===== src/rtl/paillier_pkg.sv =====
// Shared definitions for the Paillier homomorphic adder: bus width, FSM states
// and the expected start-to-done latency.
package paillier_pkg;

  localparam int W     = 64;
  localparam int IDX_W = $clog2(W);

  typedef enum logic [2:0] {
    IDLE,
    SQUARE,
    CHECK,
    MULT,
    DONE
  } state_e;

  // Edges after the capture edge until done is visible.
  function automatic int expected_latency(input bit range_err);
    return range_err ? (W/2 + 1) : (W/2 + 1 + W);
  endfunction

endpackage


===== src/rtl/paillier_modmul_step.sv =====
// One MSB-first interleaved modular-multiply step:
// acc_next = ((2*acc mod m) + (bit_in ? a : 0)) mod m.
module paillier_modmul_step
  import paillier_pkg::*;
(
  input  logic [W:0]   acc,
  input  logic [W-1:0] a,
  input  logic [W-1:0] m,
  input  logic         bit_in,
  output logic [W:0]   acc_next
);

  logic [W+1:0] w_dbl;
  logic [W+1:0] w_red1;
  logic [W+1:0] w_sum;
  logic [W+1:0] w_red2;
  logic [W+1:0] w_m_ext;
  logic         w_unused_msb;

  assign w_m_ext = {2'b00, m};

  always_comb begin
    w_dbl  = {acc, 1'b0};
    w_red1 = (w_dbl >= w_m_ext) ? (w_dbl - w_m_ext) : w_dbl;
    w_sum  = bit_in ? (w_red1 + {2'b00, a}) : w_red1;
    w_red2 = (w_sum >= w_m_ext) ? (w_sum - w_m_ext) : w_sum;
  end

  // With acc < m and a < m the result is < m, so the top bit is always zero.
  assign w_unused_msb = w_red2[W+1];
  assign acc_next     = w_red2[W:0];

endmodule


===== src/rtl/paillier_homomorphic_adder.sv =====
// Homomorphic Paillier addition: c_sum = (c1 * c2) mod n^2, bit-serial.
// Define PAILLIER_HOMADD_RANGE_CHECK_EN to enable input range checking (err).
module paillier_homomorphic_adder
  import paillier_pkg::*;
(
  input  logic         clk,
  input  logic         rst,
  input  logic         start,
  input  logic [W-1:0] c1,
  input  logic [W-1:0] c2,
  input  logic [W-1:0] n,
  output logic [W-1:0] c_sum,
  output logic         done,
  output logic         busy,
  output logic         err
);

  state_e           r_state;
  state_e           w_state_next;
  logic [W-1:0]     r_c1;
  logic [W-1:0]     r_c2;
  logic [W-1:0]     r_n;
  logic [W-1:0]     r_m;
  logic [W-1:0]     r_c_sum;
  logic [W:0]       r_acc;
  logic [W:0]       w_acc_next;
  logic [IDX_W-1:0] r_idx;
  logic             r_err;
  logic             w_range_err;
  logic [W-1:0]     w_sq_addend;

`ifdef PAILLIER_HOMADD_RANGE_CHECK_EN
  assign w_range_err = (r_n == '0) || (r_n[W-1:W/2] != '0) ||
                       (r_c1 >= r_m) || (r_c2 >= r_m);
`else
  logic w_unused_n_hi;
  assign w_unused_n_hi = |r_n[W-1:W/2];
  assign w_range_err   = 1'b0;
`endif

  // Squarer consumes n MSB-first: m = 2*m + (n[idx] ? n_low : 0).
  assign w_sq_addend = r_n[r_idx] ? {{(W/2){1'b0}}, r_n[W/2-1:0]} : '0;

  paillier_modmul_step u_step (
    .acc      (r_acc),
    .a        (r_c1),
    .m        (r_m),
    .bit_in   (r_c2[r_idx]),
    .acc_next (w_acc_next)
  );

  always_ff @(posedge clk or negedge rst) begin
    if (!rst) r_state <= IDLE;
    else      r_state <= w_state_next;
  end

  always_comb begin
    w_state_next = r_state;
    case (r_state)
      IDLE:    if (start) w_state_next = SQUARE;
      SQUARE:  if (r_idx == '0) w_state_next = CHECK;
      CHECK:   w_state_next = w_range_err ? DONE : MULT;
      MULT:    if (r_idx == '0) w_state_next = DONE;
      DONE:    if (!start) w_state_next = IDLE;
      default: w_state_next = IDLE;
    endcase
  end

  always_comb begin
    done = (r_state == DONE);
    busy = (r_state == SQUARE) || (r_state == CHECK) || (r_state == MULT);
  end

  always_ff @(posedge clk or negedge rst) begin
    if (!rst) begin
      r_c1    <= '0;
      r_c2    <= '0;
      r_n     <= '0;
      r_m     <= '0;
      r_acc   <= '0;
      r_idx   <= '0;
      r_c_sum <= '0;
      r_err   <= 1'b0;
    end else begin
      case (r_state)
        IDLE: begin
          if (start) begin
            r_c1  <= c1;
            r_c2  <= c2;
            r_n   <= n;
            r_m   <= '0;
            r_acc <= '0;
            r_idx <= IDX_W'(W/2 - 1);
            r_err <= 1'b0;
          end
        end
        SQUARE: begin
          r_m   <= {r_m[W-2:0], 1'b0} + w_sq_addend;
          r_idx <= r_idx - 1'b1;
        end
        CHECK: begin
          if (w_range_err) begin
            r_err   <= 1'b1;
            r_c_sum <= '0;
          end else begin
            r_acc <= '0;
            r_idx <= IDX_W'(W - 1);
          end
        end
        MULT: begin
          r_acc <= w_acc_next;
          r_idx <= r_idx - 1'b1;
          if (r_idx == '0) r_c_sum <= w_acc_next[W-1:0];
        end
        default: ;
      endcase
    end
  end

  assign c_sum = r_c_sum;
  assign err   = r_err;

endmodule


===== config.mk =====
export PLATFORM = sky130hd
export DESIGN_NAME = paillier_homomorphic_adder
export DESIGN_NICKNAME = d
export VERILOG_FILES = /design/src/rtl/paillier_pkg.sv /design/src/rtl/paillier_modmul_step.sv /design/src/rtl/paillier_homomorphic_adder.sv
export SDC_FILE = /design/constraint.sdc
export NUM_CORES = 1
export LEC_CHECK = 0
export ABC_AREA = 0
export CAP_MARGIN = 25
export CORE_MARGIN = 2
export CORE_UTILIZATION = 60
export DETAILED_ROUTE_END_ITERATION = 8
export HOLD_SLACK_MARGIN = 0.1
export PLACE_DENSITY = 0.82
export SLEW_MARGIN = 20
export SYNTH_ARGS = -nofsm -noshare
export SYNTH_HDL_FRONTEND = slang
export SYNTH_SLANG_ARGS = --single-unit

===== constraint.sdc =====
create_clock -name clk -period 10.4 [get_ports clk]
set_input_delay 1.56 -clock clk [delete_from_list [all_inputs] [get_ports clk]]
set_output_delay 1.56 -clock clk [all_outputs]
set_load 0.02 [all_outputs]

==> impl_metrics.toml <==
[global_routing]
grt_pass1_wl_um = 176000
grt_use_total_pct = 39.91
grt_max_degree = 98
grt_overflow = 0
antenna_found_initial = 1
first_global_vias = 30890

[die]
die_height_um = 237.5
core_area_um2 = 53810
die_width_um = 237.5
placementRows = 85
initial_utilization_pct = 60.78
die_area_um2 = 56400
ios = 262

[layout]
synthToLayoutAreaGrowth_pct = 16.38
nets = 4816
drive_gt1_share_pct = 7.525
fin_util_pct = 70.74
n_antenna_cell = 0
n_fill_cell = 4390

[clocking]
cts_buffer_depth = 3
cts-root-buf = "clkbuf_16"
cts_hold_buf = 0
cts_tree = "built"
cts-buffers-inserted = 46
clkLatencyLatePin_ps = 620
clk_pin_slew_worst_paths_ps = 70
htreeDepth = 2
cts.sinks = 394

[synth]
synth_fp_nets = 4636
yosysUniqueCellTypes = 90
yosys_warnings = 0
async_flop_share_pct = 100.0
avgSynthCellArea_um2 = 7.766
seq_area_frac_synth_pct = 30.14
synth-edff-count = 0
syn_inst = 4212
synth-main-ff-cell = "dfrtp_1"
ys_seq_elements = 394
synth_area_um2 = 32710

[routing]
ant_nets = 0
drc = 0
routed_wl_um = 114900
vias = 33170
drtPass1Iterations = 6
avgRoutedWirePerCell_um = 22.43
vias_per_cell = 6.476
drtIter0Drc = 3859

[timing]
setup_viol = 0
holdWs_ps = 469.0
max_slew_margin_pct = 28.48
fin_crit_sh_pct = 95.84
finalHoldViolCount = 0
fin_skew_ps = 35.06
maxSlewViolCount = 0
setup_ws_ps = 432.9
fmax_mhz = 100.3
layout_min_cycle_time_ps = 9967
tightest_slew_ps = 1073

[setup_path]
worst_ep_required_time_ps = 10890
worstPathMaxFanout = 16
cp.arrival_ps = 10450
critPathMaxStageDelay_ps = 570
setup.worst_path.end_class = "flop"
path_common_cell = "buf_4"
crit_type = "flop to flop"
critPathLaunchType = "flop"
critical-path-slowest-cell = "ha_1"

[placed_design]
dp_hpwl_um = 87500
finalWeightedCongestion = 1.044
pre_cts_ws_ps = 383.0
portBuffers = 260

[run]
maxCapViolCount = 0

[outcome]
status = "completed"

[worst_hold_path]
min-delay-path-class = "flop to flop"
## logic make-up (layout without fill, tap and decap cells)
family | after synthesis | count (layout) | synth area share (%)
XOR/XNOR | 220 | 220 | 5.891
other | 1 | 1 | 0.01146
multiplexers | 94 | 94 | 4.349
flip-flops | 394 | 394 | 30.14
adder cells (fa/ha/maj) | 229 | 229 | 8.851
buffers and inverters | 416 | 629 | 4.923
AND/OR/NAND/NOR | 1707 | 1707 | 23.32
AO/OA/AOI/OAI | 1151 | 1151 | 22.51
## registers in the layout, indices dropped and copies added, names as in the netlist
register and count:
r_idx 6, r_c2 64, r_c1 64, r_state 3, r_acc 65, r_m 64, r_n 64, c_sum 64
## per-stage QoR
step / setup TNS [ps] / instance area (um2) / cells
floorplan: 0 / 32710 / 4212
global placement: 0 / 36310 / 5037
detailed placement: 0 / 36310 / 5037
CTS: 0 / 37980 / 5118
global route: -33.51 / 38070 / 5121
finish: 0 / 38070 / 5121
## worst max-delay path: cells and delay by family (launching register included)
family | cells | cell delay (ps)
and+or+nand+nor | 14 | 3660
buffers and inverters | 6 | 1090
AOI/OAI and AO/OA | 11 | 2980
adders and majority gates | 4 | 1670
DFF | 1 | 390
## per-layer routing
metal	global-route usage, %	wire length (um)
met5	0	12
met1	58.26	49470
met3	9.859	13720
met4	12.64	3985
met2	58.11	47680
## cell usage in the layout, fill, tap and decap left out, drive strengths merged, types with 12 or more instances in the layout
cell type	count
inv	180
nand2b	32
a31oi	39
nor2	251
mux2	35
dfrtp	394
o211ai	46
mux4	35
a21oi	324
ha	225
nand2	923
nor2b	23
o21ai	294
o31ai	41
a21o	116
xnor2	147
a211oi	26
and3	21
a32o	27
xor2	73
mux2i	24
nand3	124
buf	115
or4	12
o21a	28
clkbuf	59
or3	14
clkdlybuf4s50	259
and4	13
a221o	26
nor4	26
a31o	27
nand4	84
nor3	76
o21bai	43
and2	69
## path summary, 6_finish.rpt
kind | start | end | slack [ps] | cells after the start
min in group asynchronous | rst | r_c1[12]$_DFFE_PN0P_ | 850 | 1
worst max-delay path | r_m[16]$_DFFE_PN0P_ | r_acc[61]$_DFFE_PN0P_ | 430 | 35
worst max register to register | r_m[16]$_DFFE_PN0P_ | r_acc[61]$_DFFE_PN0P_ | 430 | 35
worst min register to register | r_c2[15]$_DFFE_PN0P_ | r_c2[15]$_DFFE_PN0P_ | 470 | 2
max in group asynchronous | rst | c_sum[61]$_DFFE_PN0P_ | 8110 | 2
worst min-delay path | r_c2[15]$_DFFE_PN0P_ | r_c2[15]$_DFFE_PN0P_ | 470 | 2
## layout make-up
type	count	area [um2]	area share, %
inverters	174	653.1	1.716
repair buffers	374	3637	9.554
flip-flops and latches	394	9861	25.90
clock inverters	22	356.6	0.9367
multi-input cells	3402	21380	56.16
well taps	696	870.8	2.288
clock buffers	59	1311	3.444
## cell usage after synthesis, drive strengths merged, types with 8 or more instances
library cell | n | share of area, %
ha | 225 | 8.6
o31a | 8 | 0.21
a221oi | 9 | 0.26
xor2 | 73 | 2.0
nand4 | 84 | 1.6
mux2 | 35 | 1.2
a2111oi | 10 | 0.27
o21a | 28 | 0.64
a211o | 11 | 0.29
o21bai | 43 | 0.99
and2 | 69 | 1.3
and3 | 21 | 0.40
nor2b | 23 | 0.46
a21oi | 324 | 5.0
and4 | 13 | 0.35
a22o | 9 | 0.24
a21o | 116 | 2.7
nand2b | 32 | 0.61
a32o | 27 | 0.83
dfrtp | 394 | 30
buf | 38 | 0.58
clkbuf | 204 | 2.3
nor4 | 26 | 0.50
or3 | 14 | 0.27
inv | 174 | 2.0
xnor2 | 147 | 3.9
nor3 | 76 | 1.2
or4 | 12 | 0.29
a31oi | 39 | 0.75
a211oi | 26 | 0.60
or2 | 9 | 0.17
nand3 | 124 | 1.9
nand2 | 923 | 11
o31ai | 41 | 0.96
nor3b | 10 | 0.23
o21ai | 294 | 4.5
mux2i | 24 | 0.73
a221o | 26 | 0.80
o211ai | 46 | 1.1
mux4 | 35 | 2.4
nor2 | 251 | 2.9
a31o | 27 | 0.72
## repair_timing
item | CTS | global route
setup buffers | 0 | 2
resized for setup | 0 | 11
setup endpoints to repair | 0 | 129
Power is left out: the tool's default activity adds up to more than one toggle a clock period on the data nets, which glitch-free logic cannot reach.
